$ cat config.mk
export PLATFORM = sky130hd
export DESIGN_NAME = request_encoder_8to3
export DESIGN_NICKNAME = d
export VERILOG_FILES = /design/src/rtl/request_encoder_8to3.sv
export SDC_FILE = /design/constraint.sdc
export NUM_CORES = 1
export LEC_CHECK = 0
export ABC_AREA = 1
export BUFFER_PORTS_ARGS = -buffer_cell sky130_fd_sc_hd__buf_2
export CAP_MARGIN = 30
export CORE_MARGIN = 3
export CORE_UTILIZATION = 47
export CTS_BUF_LIST = sky130_fd_sc_hd__clkbuf_8
export DETAILED_ROUTE_END_ITERATION = 16
export PLACE_DENSITY_LB_ADDON = 0.2
export REMOVE_ABC_BUFFERS = 1
export SLEW_MARGIN = 20
export SYNTH_ARGS = -nofsm -noshare
export SYNTH_HDL_FRONTEND = slang
export SYNTH_SLANG_ARGS = --single-unit
export TNS_END_PERCENT = 30
$ cat constraint.sdc
create_clock -name clk -period 1.2 [get_ports clk]
set_clock_uncertainty 0.1 [all_clocks]
set_input_delay 0.12 -clock clk [delete_from_list [all_inputs] [get_ports clk]]
set_output_delay 0.12 -clock clk [all_outputs]
set_load 0.01 [all_outputs]
$ cat src/rtl/request_encoder_8to3.sv
// Registered 8-to-3 request encoder: captures rising edges on eight request lines
// and grants one pending index at a time over a valid/ack handshake. Optional ROUND_ROBIN_EN.
module request_encoder_8to3 (
    input  logic       clk,
    input  logic       rst,
    input  logic       en,
    input  logic [7:0] req,
    output logic [2:0] code,
    output logic       valid,
    input  logic       ack,
    output logic [7:0] pending
);

    typedef enum logic {
        S_IDLE  = 1'b0,
        S_GRANT = 1'b1
    } state_t;

    state_t     r_state;
    logic [7:0] r_req_q;
    logic [7:0] r_pending;
    logic [2:0] r_code;

    logic [7:0] w_set;
    logic [7:0] w_clear;
    logic [2:0] w_base;
    logic [2:0] w_sel;
    logic       w_found;

    // Clear is applied before set, so a fresh edge on the acked bit keeps it pending.
    genvar gi;
    generate
        for (gi = 0; gi < 8; gi++) begin : g_bit
            assign w_set[gi]   = en & req[gi] & ~r_req_q[gi];
            assign w_clear[gi] = (r_state == S_GRANT) & ack & (r_code == 3'(gi));
        end
    endgenerate

`ifdef ROUND_ROBIN_EN
    logic [2:0] r_ptr;
    assign w_base = r_ptr;
`else
    assign w_base = 3'd0;
`endif

    // Search downward from base-1, wrapping, ending at base; base 0 gives 7..0.
    always_comb begin
        w_sel   = 3'd0;
        w_found = 1'b0;
        for (int k = 1; k <= 8; k++) begin
            if (!w_found && r_pending[w_base - 3'(k)]) begin
                w_sel   = w_base - 3'(k);
                w_found = 1'b1;
            end
        end
    end

    always_ff @(posedge clk) begin
        if (rst) begin
            r_state   <= S_IDLE;
            r_req_q   <= 8'd0;
            r_pending <= 8'd0;
            r_code    <= 3'd0;
`ifdef ROUND_ROBIN_EN
            r_ptr     <= 3'd0;
`endif
        end else begin
            r_req_q   <= req;
            r_pending <= (r_pending & ~w_clear) | w_set;
            case (r_state)
                S_IDLE: begin
                    if (en && w_found) begin
                        r_code  <= w_sel;
                        r_state <= S_GRANT;
                    end
                end
                S_GRANT: begin
                    if (ack) begin
                        r_state <= S_IDLE;
`ifdef ROUND_ROBIN_EN
                        r_ptr   <= r_code;
`endif
                    end
                end
                default: r_state <= S_IDLE;
            endcase
        end
    end

    assign code    = r_code;
    assign valid   = (r_state == S_GRANT);
    assign pending = r_pending;

endmodule
* Yosys cells after proc, flatten, opt, wreduce, memory -nomap -nowiden
Cells that the tools add are included. Widths: inputs -> output; s select.
Cells by class: add/sub/neg operators 0, multipliers 0, div/mod/pow operators 0, $lt $le $gt $ge 0, equality and inequality tests 7, shifts and indexed selects 0, mux-type cells 19, bitwise gates (word level) 37, reduce and logical (&&, ||, !) cells 17
Operators by type and width (count):
- $and 1x1->1 | 25
- $mux 3 | 8
- $eq 3x3->1 const B | 4
- $mux 1 | 10
- $not 1->1 | 9
- $and 8x8->8 | 1
- $logic_and 1x1->1 | 8
- $not 8->8 | 1
- $or 8x8->8 | 1
- $logic_not 1->1 | 7
- $eq 3x2->1 const B | 2
- $eq 3x1->1 const B | 1
- $logic_not 3->1 | 1
- $pmux 1 s2 | 1
- $reduce_and 2->1 | 1
Storage, ports and cells: register bits 20, bits in latches 0, bits in writable memories 0, bits in read-only memories 0, input bits 12, memories kept 0

* Logic depth before layout (Yosys ltp)
Gate-level depths: netlist (run 1).
depth in word-level cells 25, mapped depth 8, depth with buffers taken out 8

* Least setup slack after synthesis (run 1)
OpenSTA, ideal clock, no wires.
path kind register to register, start reg r_pending[5] (netlist: pending[5]), end reg r_code[2] (netlist: code[2]), arrival 0.992 ns, data required time 0.987 ns, path slack -0.004 ns, stages on the path, launching flop included 9, period minus slack after synthesis 1.204 ns, path through dfxtp_1 > nor2_2 > nand2_2 > nor2_4 > nand4_4 > nand2_2 > inv_1 > nor2_1 > nor2_1
Between the ends: cells in the longest elaborated chain, start to end 19, elaborated cells on any way between the ends 25, classes of those cells 12 x mux; 13 x reduce/logical
Ends and longest elaborated chain:
- start: declaration | RTL line 21 | logic [7:0] r_pending;
- start signal: assignment | RTL line 69 | r_pending <= (r_pending & ~w_clear) | w_set;
- $logic_and 1x1->1 * | RTL line 51 | if (!w_found && r_pending[w_base - 3'(k)]) begin
- $mux 1 | RTL line 51
- $logic_not 1->1 | RTL line 51
- $logic_and 1x1->1 | RTL line 51
- $mux 1 | RTL line 51
- $logic_not 1->1 | RTL line 51
- $logic_and 1x1->1 | RTL line 51
- $mux 1 | RTL line 51
- [... 3 more ...]
- $logic_not 1->1 | RTL line 51
- $logic_and 1x1->1 | RTL line 51
- $mux 1 | RTL line 51
- $logic_not 1->1 | RTL line 51
- $logic_and 1x1->1 | RTL line 51
- $mux 1 | RTL line 51
- $logic_and 1x1->1 | RTL line 72 | if (en && w_found) begin
- $reduce_and 2->1 (no source line)
- end signal: assignment | RTL line 73 | r_code <= w_sel;
- end: declaration | RTL line 22 | logic [2:0] r_code;
Mark *: on every way between the ends. The rest lies on a longest branch, timed or not. A chain may end at the register's enable or synchronous reset.

* Worst setup path after layout (run 1)
start reg r_pending[7] (netlist: pending[7]), end reg r_code[2] (netlist: code[2])
Between the ends: cells in the longest elaborated chain, start to end 24, elaborated cells on any way between the ends 32, classes of those cells 16 x mux; 16 x reduce/logical
Ends and longest elaborated chain (RTL line):
- $mux 1 | 51
- $logic_not 1->1 | 51
- $logic_and 1x1->1 | 51
- $mux 1 | 51
- $logic_not 1->1 | 51
- $logic_and 1x1->1 | 51
- $mux 1 | 51
- $logic_not 1->1 | 51
- [... 8 more ...]
- $logic_not 1->1 | 51
- $logic_and 1x1->1 | 51
- $mux 1 | 51
- $logic_not 1->1 | 51
- $logic_and 1x1->1 | 51
- $mux 1 | 51
- $logic_and 1x1->1 | 72
- $reduce_and 2->1 (no source line)
Several ways; a longest one is shown, not always the timed one.

==> results of run 1 <==
## cells by family (layout without fill, tap and decap cells)
kind of cell / Yosys count / after routing
compound gates: 20 / 20
buf+inv: 23 / 65
flops: 20 / 20
simple gates: 45 / 45
## layout by cell type (no fill, tap or decap), types with 2 or more instances in the layout
cell type,netlist,layout
buf_2,3,23
inv_1,19,18
dfxtp_1,20,16
nor2_1,15,15
nand2_1,11,11
buf_4,0,11
nand3b_1,8,8
a21oi_1,9,8
dlygate4sd3_1,0,7
o21ai_0,8,6
nor2_4,2,4
dfxtp_2,0,4
nand3_1,3,3
clkbuf_8,0,3
inv_2,1,2
a21oi_2,1,2
o21ai_1,0,2
## registers in the layout, summed over array words and instances, names as in the netlist
register,flops
pending,8
r_req_q,8
code,3
valid,1
## layout make-up
class / count / area, um2
clock inverters: 1 / 30.0
fillers: 121 / 368
well taps: 24 / 30.0
repair buffers: 41 / 268
multi-input cells: 65 / 377
flip-flops and latches: 20 / 405
inverters: 20 / 75.1
clock buffers: 3 / 41.3
## path summary, 6_finish.rpt
check             start  cells after the start          to
min reg2reg  r_req_q[4]                      1  pending[4]
max reg2reg  pending[7]                      8     code[2]
max          pending[7]                      8     code[2]
min              req[4]                      3  r_req_q[4]
## power groups by stage
| stage | clock, W | sequential, W | combinational (W) |
|---|---|---|---|
| finish | 0.000684 | 0.000750 | 0.000344 |
| global route | 0.000726 | 0.000755 | 0.000378 |
| CTS | 0.000683 | 0.000748 | 0.000331 |
| detailed placement | 0 | 0.000759 | 0.000295 |
| global placement | 0 | 0.000755 | 0.000287 |
| floorplan | 0 | 0.000777 | 0.000143 |
## per-stage QoR
step,util [%],std cells
after global routing,76.9,174
final,76.9,174
after detailed placement,65.6,161
after global placement,65.6,161
after CTS,76.2,174
after floorplan,-,105
## what timing repair did
action / 4_1_cts / 5_1_grt
setup endpoints to repair: 3 / 5
resized for setup: 5 / 6
buffers inserted: 2 / 0
pin swaps: 2 / 0
hold buffers: 7 / 0
endpoints found under the hold margin: 7 / 0
## worst register-to-register path: stages, from the launching register on
cell and delay, ps:
dfxtp_2 350, nor2_4 140, nand2_4 80, nor2_4 110, nand4_4 100, nand2_2 100, inv_2 40, nor2_1 70
nor2_1 50
## per-layer routing
| metal | global-route usage, % | part of all wire [%] |
|---|---|---|
| met1 | 25.5 | 43 |
| met2 | 31.2 | 49 |
| met3 | 5.52 | 6.8 |
| met4 | 5.69 | 0.54 |
| met5 | 0 | 0 |
==> results.txt, run 1 <==
WL per Instance: 12.8 um
Final min period: 1230 ps
Synth top area share: 47.2%
Die Span X: 48.5 um
Tightest Pin Transition: 267 ps
Clock tree buffer depth: 2
Failing checks: setup timing
Hold Violations, Final: 0
Sequential share of power: 42.2%
Clock transition at the registers of the reported paths: 80 ps
Slew headroom: 82.0%
Critical-path cell list: nor2_4 > nand2_4 > nor2_4 > nand4_4 > nand2_2 > inv_2 > nor2_1 > nor2_1
CTS root buffer: clkbuf_8
Worst Hold Slack: 29.6 ps
Total power: 0.00178 W
Xor/xnor share of the synthesized area: 0%
Flops & latches, synth: 20
Critical Path Max Stage Delay: 350 ps
Sw Ratio: 25.6%
Cell row count: 14
Layout area overhead: 44.5%
Via count: 866
CP Capture Type: register
Dpl hpwl: 1.49 mm
Unrepaired setup endpoints after global routing: yes
Drt first pass iters: 4
Worst-skew pair later-pin latency: 260 ps
Synth top cells by count: dfxtp_1 (20), inv_1 (19), nor2_1 (15)
Ys flop type: dfxtp_1
Setup slack, reg-to-reg: -30 ps
Buf/Inv on CP: 1
IO buf count: 23
Status: finished with violations
Peak fanout along the critical path: 3
Final slew viol count: 0
Post-Synth Adder-Cell Area: 0%
Yosys Warn Count: 0
Dpl ws: -39.2 ps
Combinational family with the most area after synthesis: simple AND/OR/NAND/NOR gates
Initial Utilization: 53.2%
IO Pins: 24
Gate power share: 19.3%
Crit start category: register
Final period util: 102%
GR Overflow Total: 0
Post-synth EDFFs: 0
Syn Inst Count: 108
LEAKAGE: 0.590 nW
Fin area: 1230 um2
CP required: 1260 ps
Mux share of post-synthesis cell area: 0%
Synth area leaders: dfxtp_1 (47%), inv_1 (8.4%), nand3b_1 (7.1%)
Number of global-route vias before repair: 794
Post-synthesis cell area: 848 um2
Number of remaining DRC errors: 0
CP arrival: 1290 ps
Ant diodes: 0
Clock sink total: 20
Final worst-path setup slack: -26.9 ps
Crit path max-delay family: simple AND/OR/NAND/NOR gates
1st-iter DRT viols: 21
Fraction of layout cells with a size suffix above 1: 36.0%
Placed cell area: 1050 um2
CTS Buf Count: 3
H-tree depth: 1
Antenna violations before repair: 0
Worst Hold Class: in -> reg
Vias/cell: 4.98
Final #Nets: 163
Pwr/cell area: 1450 nW/um2
CP Class: reg -> reg
Die height: 48.5 um
GRT Util Overall: 19.5%
Final setup vio count: 3
Core area: 1590 um2
Async SR Flop Fraction: 0%
Most frequent cell after synthesis: dfxtp_1
Pin count of the biggest net entering global routing: 13
Setup_tns: -64.2 ps
Die area: 2350 um2
Fmax: 815 MHz
Largest area contributor in the netlist: dfxtp_1
Synth Area in Compound Gates: 13.0%
Register area share after synthesis: 47.2%
Max VDD drop: 0.00204 V
Design internal power: 0.00132 W
Switch Pwr: 0.000455 W
Number of nets with antenna violations after routing: 0
Global-route wire length before repair: 3.52 mm
Max-cap violations: 0
Drt total wl: 2.22 mm
Routability cong.: 0.856
Synth unique cells: 18
Clk pwr share: 38.5%
Syn Area/Cell: 7.85 um2
TritonCTS clock tree: yes
Slowest stage cell on the critical path: dfxtp_2
Simple-Gate Fraction of Synth Area: 29.2%
Note: power is estimated with default switching activity, not from simulation.
==> inputs of run 2 (changes only) <==
- CAP_MARGIN: 30 -> unset
- SETUP_SLACK_MARGIN: unset -> 0.2
==> results.txt, run 2 (synthesized netlist as in run 1, its figures left out) <==
Final worst-path setup slack: -67.5 ps (-40.7 ps)
Final #Nets: 163 (unchanged)
TritonCTS clock tree: yes
Met1 WL: 1.03 mm (+6.5%)
1st-iter DRT viols: 46 (+120%)
Clock tree buffer depth: 2 (unchanged)
Global-route wire length before repair: 4.02 mm (+14%)
Final core occ: 82.3% (+5.4 points)
Commonest non-fill, non-tap cells in the layout: inv_1 (18), nor2_1 (15), buf_2 (15)
R2R cell count: 7 (-1)
Final min period: 1270 ps (+40.7 ps)
CP Capture Type: register
CP arrival: 1350 ps (+60 ps)
Drt first pass iters: 4 (unchanged)
CP required: 1290 ps (+30 ps)
Final period util: 106% (+3.4 points)
CP Class: reg -> reg
Number of nets with antenna violations after routing: 0 (unchanged)
Number of remaining DRC errors: 0 (unchanged)
Drt total wl: 2.60 mm (+17%)
WL per Instance: 14.9 um (+17%)
Initial Utilization: 53.2% (unchanged)
Clock sink total: 20 (unchanged)
CTS root buffer: clkbuf_8
Worst Hold Class: in -> reg
Dpl hpwl: 1.49 mm (unchanged)
Fmax: 789 MHz (-3.2%)
CTS Buf Count: 3 (unchanged)
Peak fanout along the critical path: 3 (unchanged)
Die height: 48.5 um (unchanged)
LEAKAGE: 0.605 nW (+2.5%)
Status: finished with violations
Routed met3 length: 270 um (+79%)
Crit start category: register
Fraction of layout cells with a size suffix above 1: 41.3% (+5.3 points)
IO buf count: 23 (unchanged)
Max-cap violations: 0 (unchanged)
Via count: 935 (+8.0%)
Failing checks: setup timing
Die Span X: 48.5 um (unchanged)
Vias/cell: 5.37 (+8.0%)
Tightest Pin Transition: 329 ps (+62.0 ps)
GR Overflow Total: 0 (unchanged)
Core area: 1590 um2 (unchanged)
Commonest non-fill, non-tap cell in the layout: inv_1
Hold Violations, Final: 0 (unchanged)
Slew headroom: 77.8% (-4.2 points)
Cell row count: 14 (unchanged)
GRT Util Overall: 22.3% (+2.8 points)
H-tree depth: 1 (unchanged)
Worst Hold Slack: 13.5 ps (-16.1 ps)
Final setup vio count: 4 (+1)
Layout area overhead: 54.7%
Pwr/cell area: 1390 nW/um2 (-4.2%)
Die area: 2350 um2 (unchanged)
Unrepaired setup endpoints after global routing: yes
IO Pins: 24 (unchanged)
Routability cong.: 0.856 (unchanged)
Max Used Layer: met4
Met2 Routed Length: 1.22 mm (+11%)
Final slew viol count: 0 (unchanged)
Hold path depth: 3 (unchanged)
Pin count of the biggest net entering global routing: 13 (unchanged)
Max VDD drop: 0.00204 V (+0.10%)
Ant diodes: 0 (unchanged)
Worst-skew pair later-pin latency: 260 ps (about the same)
Clock transition at the registers of the reported paths: 80 ps (about the same)
Antenna violations before repair: 0 (unchanged)
Number of global-route vias before repair: 840 (+5.8%)
[run 2: cell counts in the layout (fill, tap and decap cells not counted)]
No cell type changed its count.
[run 2: critical path, cell delays in order (launching register included)]
cell and delay (ps):
dfxtp_2 340, nor2_4 150, nand2_4 80, nor2_4 120
nand2_2 80, nand3_1 90, nand2_1 70, a21oi_2 150
[run 2: where the power goes]
group          switching, W  internal [W]  total, W  leakage [nW]
Sequential        0.0000452      0.000713  0.000759         0.170
Combinational      0.000198      0.000190  0.000388         0.399
Clock              0.000230      0.000445  0.000675        0.0357
[run 2: final cells by class]
cell class              count  area (um2)
well taps                  24        30.0
clock inverters             1        30.0
inverters                  20        75.1
fillers                    99         282
repair buffers             41         329
flip-flops and latches     20         423
clock buffers               3        41.3
multi-input cells          65         384
[run 2: path summary, 6_finish.rpt]
kind,from,endpoint,slack (ps)
min,req[4],r_req_q[4],10
min reg2reg,r_req_q[4],pending[4],380
max reg2reg,pending[7],code[1],-70
max,pending[7],code[1],-70
[run 2: routing by layer]
layer	vias to the layer above	track usage [%]
met4	0	7.58
met1	423	29.8
met5	-	0
met3	14	5.83
met2	74	34.9
li1	424	-
[run 2: metrics by stage]
step	power (W)	worst slack (ps)	TNS, ps	std cells	instance area [um2]
after floorplan	0.000920	-4.42	-4.42	105	833
after global placement	0.00104	24.3	0	161	1050
after detailed placement	0.00105	-39.2	-70.0	161	1050
after CTS	0.00179	-16.4	-38.0	174	1270
after global routing	0.00189	-147	-447	174	1310
final	0.00182	-67.5	-203	174	1310
[run 2: repair_timing]
item                                    4_1_cts  5_1_grt
endpoints found under the hold margin         7        0
gates resized for setup                      25       12
endpoints found under the setup margin       21       22
setup buffers                                 2        0
pin swaps                                     4        1
hold buffers                                  7        0
